--- config.mk ---
export PLATFORM = sky130hd
export DESIGN_NAME = serial_adder_borrow_subtractor
export DESIGN_NICKNAME = d
export VERILOG_FILES = /design/src/rtl/serial_adder_borrow_subtractor_pkg.sv /design/src/rtl/serial_adder_borrow_subtractor_full_adder.sv /design/src/rtl/serial_adder_borrow_subtractor.sv
export SDC_FILE = /design/constraint.sdc
export NUM_CORES = 1
export LEC_CHECK = 0
export CORE_UTILIZATION = 49
export CTS_BUF_LIST = sky130_fd_sc_hd__clkbuf_16
export DETAILED_ROUTE_END_ITERATION = 8
export GPL_ROUTABILITY_DRIVEN = 0
export GPL_TIMING_DRIVEN = 0
export MAX_ROUTING_LAYER = met4
export PLACE_DENSITY = 0.76
export SLEW_MARGIN = 10
export SYNTH_ARGS = -nofsm -noshare
export SYNTH_HDL_FRONTEND = slang
export SYNTH_SLANG_ARGS = --single-unit
--- constraint.sdc ---
create_clock -name clk -period 1.85 [get_ports clk]
set_clock_uncertainty 0.2 [all_clocks]
set_input_delay 0.555 -clock clk [delete_from_list [all_inputs] [get_ports clk]]
set_output_delay 0.555 -clock clk [all_outputs]
set_load 0.02 [all_outputs]
--- src/rtl/serial_adder_borrow_subtractor_pkg.sv ---
// ============================================================================
// serial_adder_borrow_subtractor_pkg : shared FSM encodings and mode values
// Rev 1.0
// ============================================================================
`default_nettype none

package serial_adder_borrow_subtractor_pkg;

  typedef enum logic [1:0] {
    ST_IDLE  = 2'd0,
    ST_SHIFT = 2'd1,
    ST_DONE  = 2'd2
  } state_t;

  localparam logic MODE_ADD = 1'b0;
  localparam logic MODE_SUB = 1'b1;

endpackage

`default_nettype wire

--- src/rtl/serial_adder_borrow_subtractor_full_adder.sv ---
// ============================================================================
// full_adder_m : single-bit full adder cell reused by the bit-serial unit
// Rev 1.0
// ============================================================================
`default_nettype none

module full_adder_m (
  input  logic a,
  input  logic b,
  input  logic cin,
  output logic sum,
  output logic cout
);

  assign sum  = a ^ b ^ cin;
  assign cout = (a & b) | (a & cin) | (b & cin);

endmodule

`default_nettype wire

--- src/rtl/serial_adder_borrow_subtractor.sv ---
// ============================================================================
// serial_adder_borrow_subtractor : bit-serial add/sub, one full adder, LSB first
// Rev 1.0
// ============================================================================
`default_nettype none

module serial_adder_borrow_subtractor
  import serial_adder_borrow_subtractor_pkg::*;
#(
  parameter int WIDTH = 4
) (
  input  logic             clk,
  input  logic             reset_p,
  input  logic             start,
  input  logic             mode,
  input  logic [WIDTH-1:0] a,
  input  logic [WIDTH-1:0] b,
  output logic             busy,
  output logic             done,
  output logic [WIDTH-1:0] result,
  output logic             carry_borrow
);

  localparam int CNT_W = (WIDTH > 1) ? $clog2(WIDTH) : 1;

  state_t             state;
  state_t             state_next;
  logic [WIDTH-1:0]   a_sh;
  logic [WIDTH-1:0]   b_sh;
  logic [WIDTH-1:0]   result_q;
  logic [CNT_W-1:0]   cnt;
  logic               carry;
  logic               carry_borrow_q;
  logic               fa_sum;
  logic               fa_cout;

  full_adder_m u_full_adder (
    .a    (a_sh[0]),
    .b    (b_sh[0]),
    .cin  (carry),
    .sum  (fa_sum),
    .cout (fa_cout)
  );

  always_comb begin
    state_next = state;
    busy       = 1'b0;
    done       = 1'b0;
    case (state)
      ST_IDLE: begin
        if (start) state_next = ST_SHIFT;
      end
      ST_SHIFT: begin
        busy = 1'b1;
        if (cnt == CNT_W'(WIDTH - 1)) state_next = ST_DONE;
      end
      ST_DONE: begin
        busy       = 1'b1;
        done       = 1'b1;
        state_next = ST_IDLE;
      end
      default: state_next = ST_IDLE;
    endcase
  end

  always_ff @(posedge clk) begin
    if (reset_p) begin
      state          <= ST_IDLE;
      a_sh           <= '0;
      b_sh           <= '0;
      result_q       <= '0;
      cnt            <= '0;
      carry          <= 1'b0;
      carry_borrow_q <= 1'b0;
    end else begin
      state <= state_next;
      case (state)
        ST_IDLE: begin
          if (start) begin
            // Subtraction is A + ~B + 1: invert B and seed the carry with 1.
            a_sh     <= a;
            b_sh     <= b ^ {WIDTH{mode != MODE_ADD}};
            carry    <= (mode == MODE_SUB);
            cnt      <= '0;
            result_q <= '0;
          end
        end
        ST_SHIFT: begin
          result_q <= {fa_sum, result_q[WIDTH-1:1]};
          a_sh     <= a_sh >> 1;
          b_sh     <= b_sh >> 1;
          carry    <= fa_cout;
          cnt      <= cnt + CNT_W'(1);
        end
        ST_DONE: begin
          carry_borrow_q <= carry;
        end
        default: ;
      endcase
    end
  end

  assign result = result_q;
  // The final carry is visible during the done cycle and held in the register afterwards.
  assign carry_borrow = (state == ST_DONE) ? carry : carry_borrow_q;

endmodule

`default_nettype wire

==> metrics, run 1 <==
status=finished, violations left; failing checks=negative setup slack; clk slew on worst S/H paths=about 0.050 ns; Finished Layout Cells=149; EDFF count, synth=0; Design Area, Final=about 1300 µm²; Power Density=just under 1000 nW/µm²; max incr delay on CP=~0.33 ns; DR WL/cell=about 13 µm; DR vias=800; post-synth top area share=between 30 and 40%; top post-synthesis cells by count=18 x dfxtp_1, 9 x a21oi_1, 9 x nor2_1; RSZ-0062 raised after global routing=yes; crit path time final=1.96 ns; cell type with the largest total area after synthesis=dfxtp_1; clock buffer depth=2; final setup violation count=2; Die H=approximately 46 µm; Yosys warning total=0; Arr. time, crit path=roughly 1.2 ns; GRT overflow=0; Leakage=~0.00050 µW; WP buf/inv=2; Most used DFF post-synth=dfxtp_1; critical-path maximum fanout=2; worst vdd ir=roughly 0.00096 V; core footprint=between 1500 and 2000 µm²; Worst EP required=roughly 1.1 ns; Mapped Area=~960 µm²; R2R Setup Slk=0.10 ns; CTS tree=done; post-placement cell area=roughly 1100 µm²; vias in the first global route=between 700 and 800; DIE AREA=2130 µm²; relative slew slack=about 69%; detailed-router iteration count before antenna repair=4; Worst-Margin Slew=between 0.4 and 0.5 ns; Fin. Hold Viols=0; max-cap violations=0; placed cells=approximately 150; crit path capture type=primary output; Tcrit/Tclk final=106%; Netlist cell types=31; CTS buffer count=3; ANT cells=0; Tightest Hold Check Type=reg -> reg; critical path class=reg -> out; synthesized area per cell=between 9 and 10 µm²; I/O Buffers=16; DP HPWL=approximately 1400 µm; layout cell share with drive strength beyond 1=between 10% and 20%; number of remaining DRC errors=0; Fin Hold WS=~0.25 ns; Antenna Violating Nets Remaining=0; Synth area leaders=dfxtp_1 38%, ha_1 6.5%, a21oi_1 4.7%; global-route wire length before repair=between 3000 and 4000 µm; largest net degree at the start of global routing=11; Syn-to-layout area delta=31.1%; Top delay family on crit path=flip-flops; H-tree depth=1; Worst path slowest cell=dfxtp_2; Syn Nets=about 120; DR vias/cell=between 5 and 6; root buf cell=clkbuf_16; Sink Count=18; Yosys reg bits=18; post-route worst setup slack=-0.109 ns; WL final=about 2000 µm; final core utilization=a little over two thirds; crit start category=flop; initial antenna violation count=0; Clock Latency Late Sink=approximately 0.24 ns; top-count cell post-synth=dfxtp_1; I/O pin count=19; fin nets=between 100 and 150; row count=15; fmax=approximately 500 MHz; critical path cell sequence=inv_2, ha_4, mux2_4, buf_6; synthesized instance count=roughly 100; register area share after synthesis=between 30 and 40%; Slew Viols, Final=0; drt initial violations=14; Synth async-reset ratio=0%; die width=roughly 46 µm; total global-route track usage=between 20% and 30%; Starting Density=53.7%
[final timing paths]
path | from | end | cells after the start
max | state[0]$_SDFFE_PP0P_ | carry_borrow | 4
max reg2reg | state[0]$_SDFFE_PP0P_ | result[2]$_SDFFE_PP0P_ | 6
min reg2reg | b_sh[3]$_SDFFE_PP0P_ | b_sh[3]$_SDFFE_PP0P_ | 2
min | b_sh[3]$_SDFFE_PP0P_ | b_sh[3]$_SDFFE_PP0P_ | 2
[cells by family after synthesis]
group	Yosys count	synth area share [%]
muxes	6	7.32
DFF	18	37.6
xor gates and xnor gates	4	3.66
and+or+nand+nor	31	15.7
buffers and inverters	14	8.10
AOI/OAI and AO/OA	25	19.0
adders and majority gates	6	8.63
[placed cells by master (no fill, tap or decap), types with 2 or more instances in the layout]
master / count
dfxtp_1: 16
a21oi_1: 9
nor2_1: 9
nand2_1: 8
clkdlybuf4s50_1: 8
inv_1: 6
dlygate4sd2_1: 6
buf_6: 4
nand2b_1: 4
xor2_1: 4
o211ai_1: 4
a32oi_1: 4
ha_1: 4
nand3_1: 3
mux2i_1: 3
a211oi_2: 3
clkbuf_16: 3
mux2_4: 2
nor2b_1: 2
clkbuf_1: 2
buf_4: 2
[cell type report]
class / instances / area, µm²
sequential: 18 / 365
inverter: 7 / 26.3
clock buffer: 3 / 75.1
multi-input combinational: 72 / 547
buffer: 7 / 51.3
fill: 135 / 528
timing repair buffer: 17 / 159
tap: 25 / 31.3
[through the flow]
step                      setup slack [ns]  setup TNS [ns]  power, µW
after floorplan                    0.00585               0        707
after global placement              -0.379           -3.88        791
after detailed placement            -0.407           -4.61        802
after CTS                           -0.113          -0.137       1240
after global routing                -0.142          -0.238       1300
final                               -0.109          -0.128       1230
[sequential cells by signal, summed over array words and instances (netlist names)]
signal	flops
b_sh	4
a_sh	4
cnt	2
result	4
carry	1
carry_borrow_q	1
state	2
[tightest hold or removal path, delay by kind of cell, from the launching register on]
kind | cells | cell delay, ns
flip-flops | 1 | 0.30
AND/OR/NAND/NOR | 1 | 0.05
AO/OA/AOI/OAI | 1 | 0.05
[timing repair]
item | CTS | global route
setup buffers | 1 | 0
resized for setup | 24 | 2
setup endpoints to repair | 17 | 3
pin swaps | 1 | 0
hold buffers | 0 | 0
[where the power goes]
| part | switching, µW | internal [µW] |
|---|---|---|
| sequential | 26.7 | 431 |
| combinational | 189 | 165 |
| clock | 135 | 284 |
| total | 351 | 880 |
[routing by layer]
layer | track usage, % | wire, µm
met3 | 7.06 | 99
met1 | 25.7 | 875
met4 | 4.71 | 15
met2 | 37.2 | 968
met5 | - | 0
(Power assumes the default switching activity.)
==> inputs of run 2 (changes only) <==
CORE_UTILIZATION = 53   (was 49)
PLACE_DENSITY = 0.82   (was 0.76)
clock period = 2.3 ns   (was 1.85 ns; I/O delays follow)
==> metrics, run 2 (synthesis gave the netlist of run 1 again) <==
status=finished clean; Slew Viols, Final=0; CTS tree=done; detailed-router iteration count before antenna repair=5; Tcrit/Tclk final=between 90 and 100%; # Post-CTS Setup Buffers=0; critical path class=reg -> out; clock buffer depth=2; Worst-Margin Slew=roughly 0.57 ns; critical-path maximum fanout=4; DR WL/cell=between 10 and 15 µm; WL final=roughly 2000 µm; RSZ-0062 raised after global routing=no; Top delay family on crit path=multiplexers; Syn-to-layout area delta=27.1%; crit path time final=about 2.2 ns; global-route wire length before repair=between 3000 and 4000 µm; WP buf/inv=2; layout cell share with drive strength beyond 1=13.0%; Worst path slowest cell=mux2_2; TNS Setup=0 ns; Clock Latency Late Sink=0.25 ns; placed cells=144; critical path cell sequence=inv_1, ha_1, mux2_2, buf_2; CTS buffer count=3; core footprint=1590 µm²; fin nets=143; DP HPWL=approximately 1400 µm; max incr delay on CP=between 0.3 and 0.4 ns; Antenna Violating Nets Remaining=0; Power Density=between 800 and 900 nW/µm²; post-CTS sizing=7; Die H=about 44 µm; drt initial violations=9; crit start category=flop; total global-route track usage=22.5%; initial antenna violation count=0; GRT overflow=0; post-place setup slack=-0.0923 ns; I/O pin count=19; DR vias=~790; max-cap violations=0; crit path capture type=primary output; row count=14; relative slew slack=around three fifths; Overall Power=~1000 µW; ANT cells=0; fmax=between 400 and 500 MHz; vias in the first global route=around 720; largest net degree at the start of global routing=11; Fin. Hold Viols=0; Arr. time, crit path=approximately 1.3 ns; hold_buf cts=0; I/O Buffers=16; number of remaining DRC errors=0; Finished Layout Cells=~150; DIE AREA=~2000 µm²; final setup violation count=0; DR vias/cell=~5.4; filler instances=approximately 130; H-tree depth=1; Worst EP required=about 1.4 ns; Sink Count=18; clk slew on worst S/H paths=roughly 0.050 ns; post-route worst setup slack=around 0.075 ns; Leakage=around 0.00047 µW; die width=44.5 µm; worst vdd ir=between 0.0004 and 0.0005 V; post-placement cell area=between 1000 and 1500 µm²; root buf cell=clkbuf_16; most common cell after layout, fill and taps aside=dfxtp_1; Starting Density=about 60%; Design Area, Final=around 1200 µm²; most frequent cells in the layout=17 x dfxtp_1, 13 x clkdlybuf4s50_1, 9 x a21oi_1, 9 x nor2_1, 8 x nand2_1; Tightest Hold Check Type=reg -> reg
## run 2: where the power goes
group	internal [µW]	switching (µW)	total [µW]
combinational	123	147	270
clock	228	111	339
sequential	347	21.6	368
total	699	279	978
## run 2: worst paths after layout
kind         slack, ns                   end             startpoint  cells past startpoint
min               0.25  b_sh[3]$_SDFFE_PP0P_   b_sh[3]$_SDFFE_PP0P_                      2
min reg2reg       0.25  b_sh[3]$_SDFFE_PP0P_   b_sh[3]$_SDFFE_PP0P_                      2
max               0.07          carry_borrow  state[0]$_SDFFE_PP0P_                      4
max reg2reg       0.51    carry$_SDFFE_PP0P_  state[1]$_SDFFE_PP0P_                      6
## run 2: cell type report
| class | instances | area (µm²) | share of cell area, % |
|---|---|---|---|
| Timing Repair Buffer | 16 | 153 | 12.6 |
| Tap cell | 24 | 30.0 | 2.47 |
| Inverter | 7 | 26.3 | 2.16 |
| Multi-Input combinational cell | 72 | 519 | 42.7 |
| Buffer | 7 | 51.3 | 4.22 |
| Sequential cell | 18 | 362 | 29.7 |
| Clock buffer | 3 | 75.1 | 6.17 |
## run 2: layer usage
layer  share of wire [%]  wire [µm]  vias to the layer above  track usage (%)
met5                   0          0                        -                -
met4                0.95         19                        0             8.48
met3                 3.6         72                        4             4.90
met2                  48        957                       19             34.4
met1                  47        945                      374             28.9
li1                    -          -                      396                -
## run 2: worst min-delay path, delay by kind of cell, from the launching register on
kind	cells	cell delay (ns)
compound gates	1	0.05
flops	1	0.30
simple gates	1	0.05
## run 2: per-stage QoR
stage          util, %  hold WS [ns]
2_1_floorplan        -         0.227
3_3_place_gp      72.0         0.235
3_5_place_dp      72.0         0.238
4_1_cts           76.3         0.251
5_1_grt           76.3         0.261
6_report          76.3         0.252
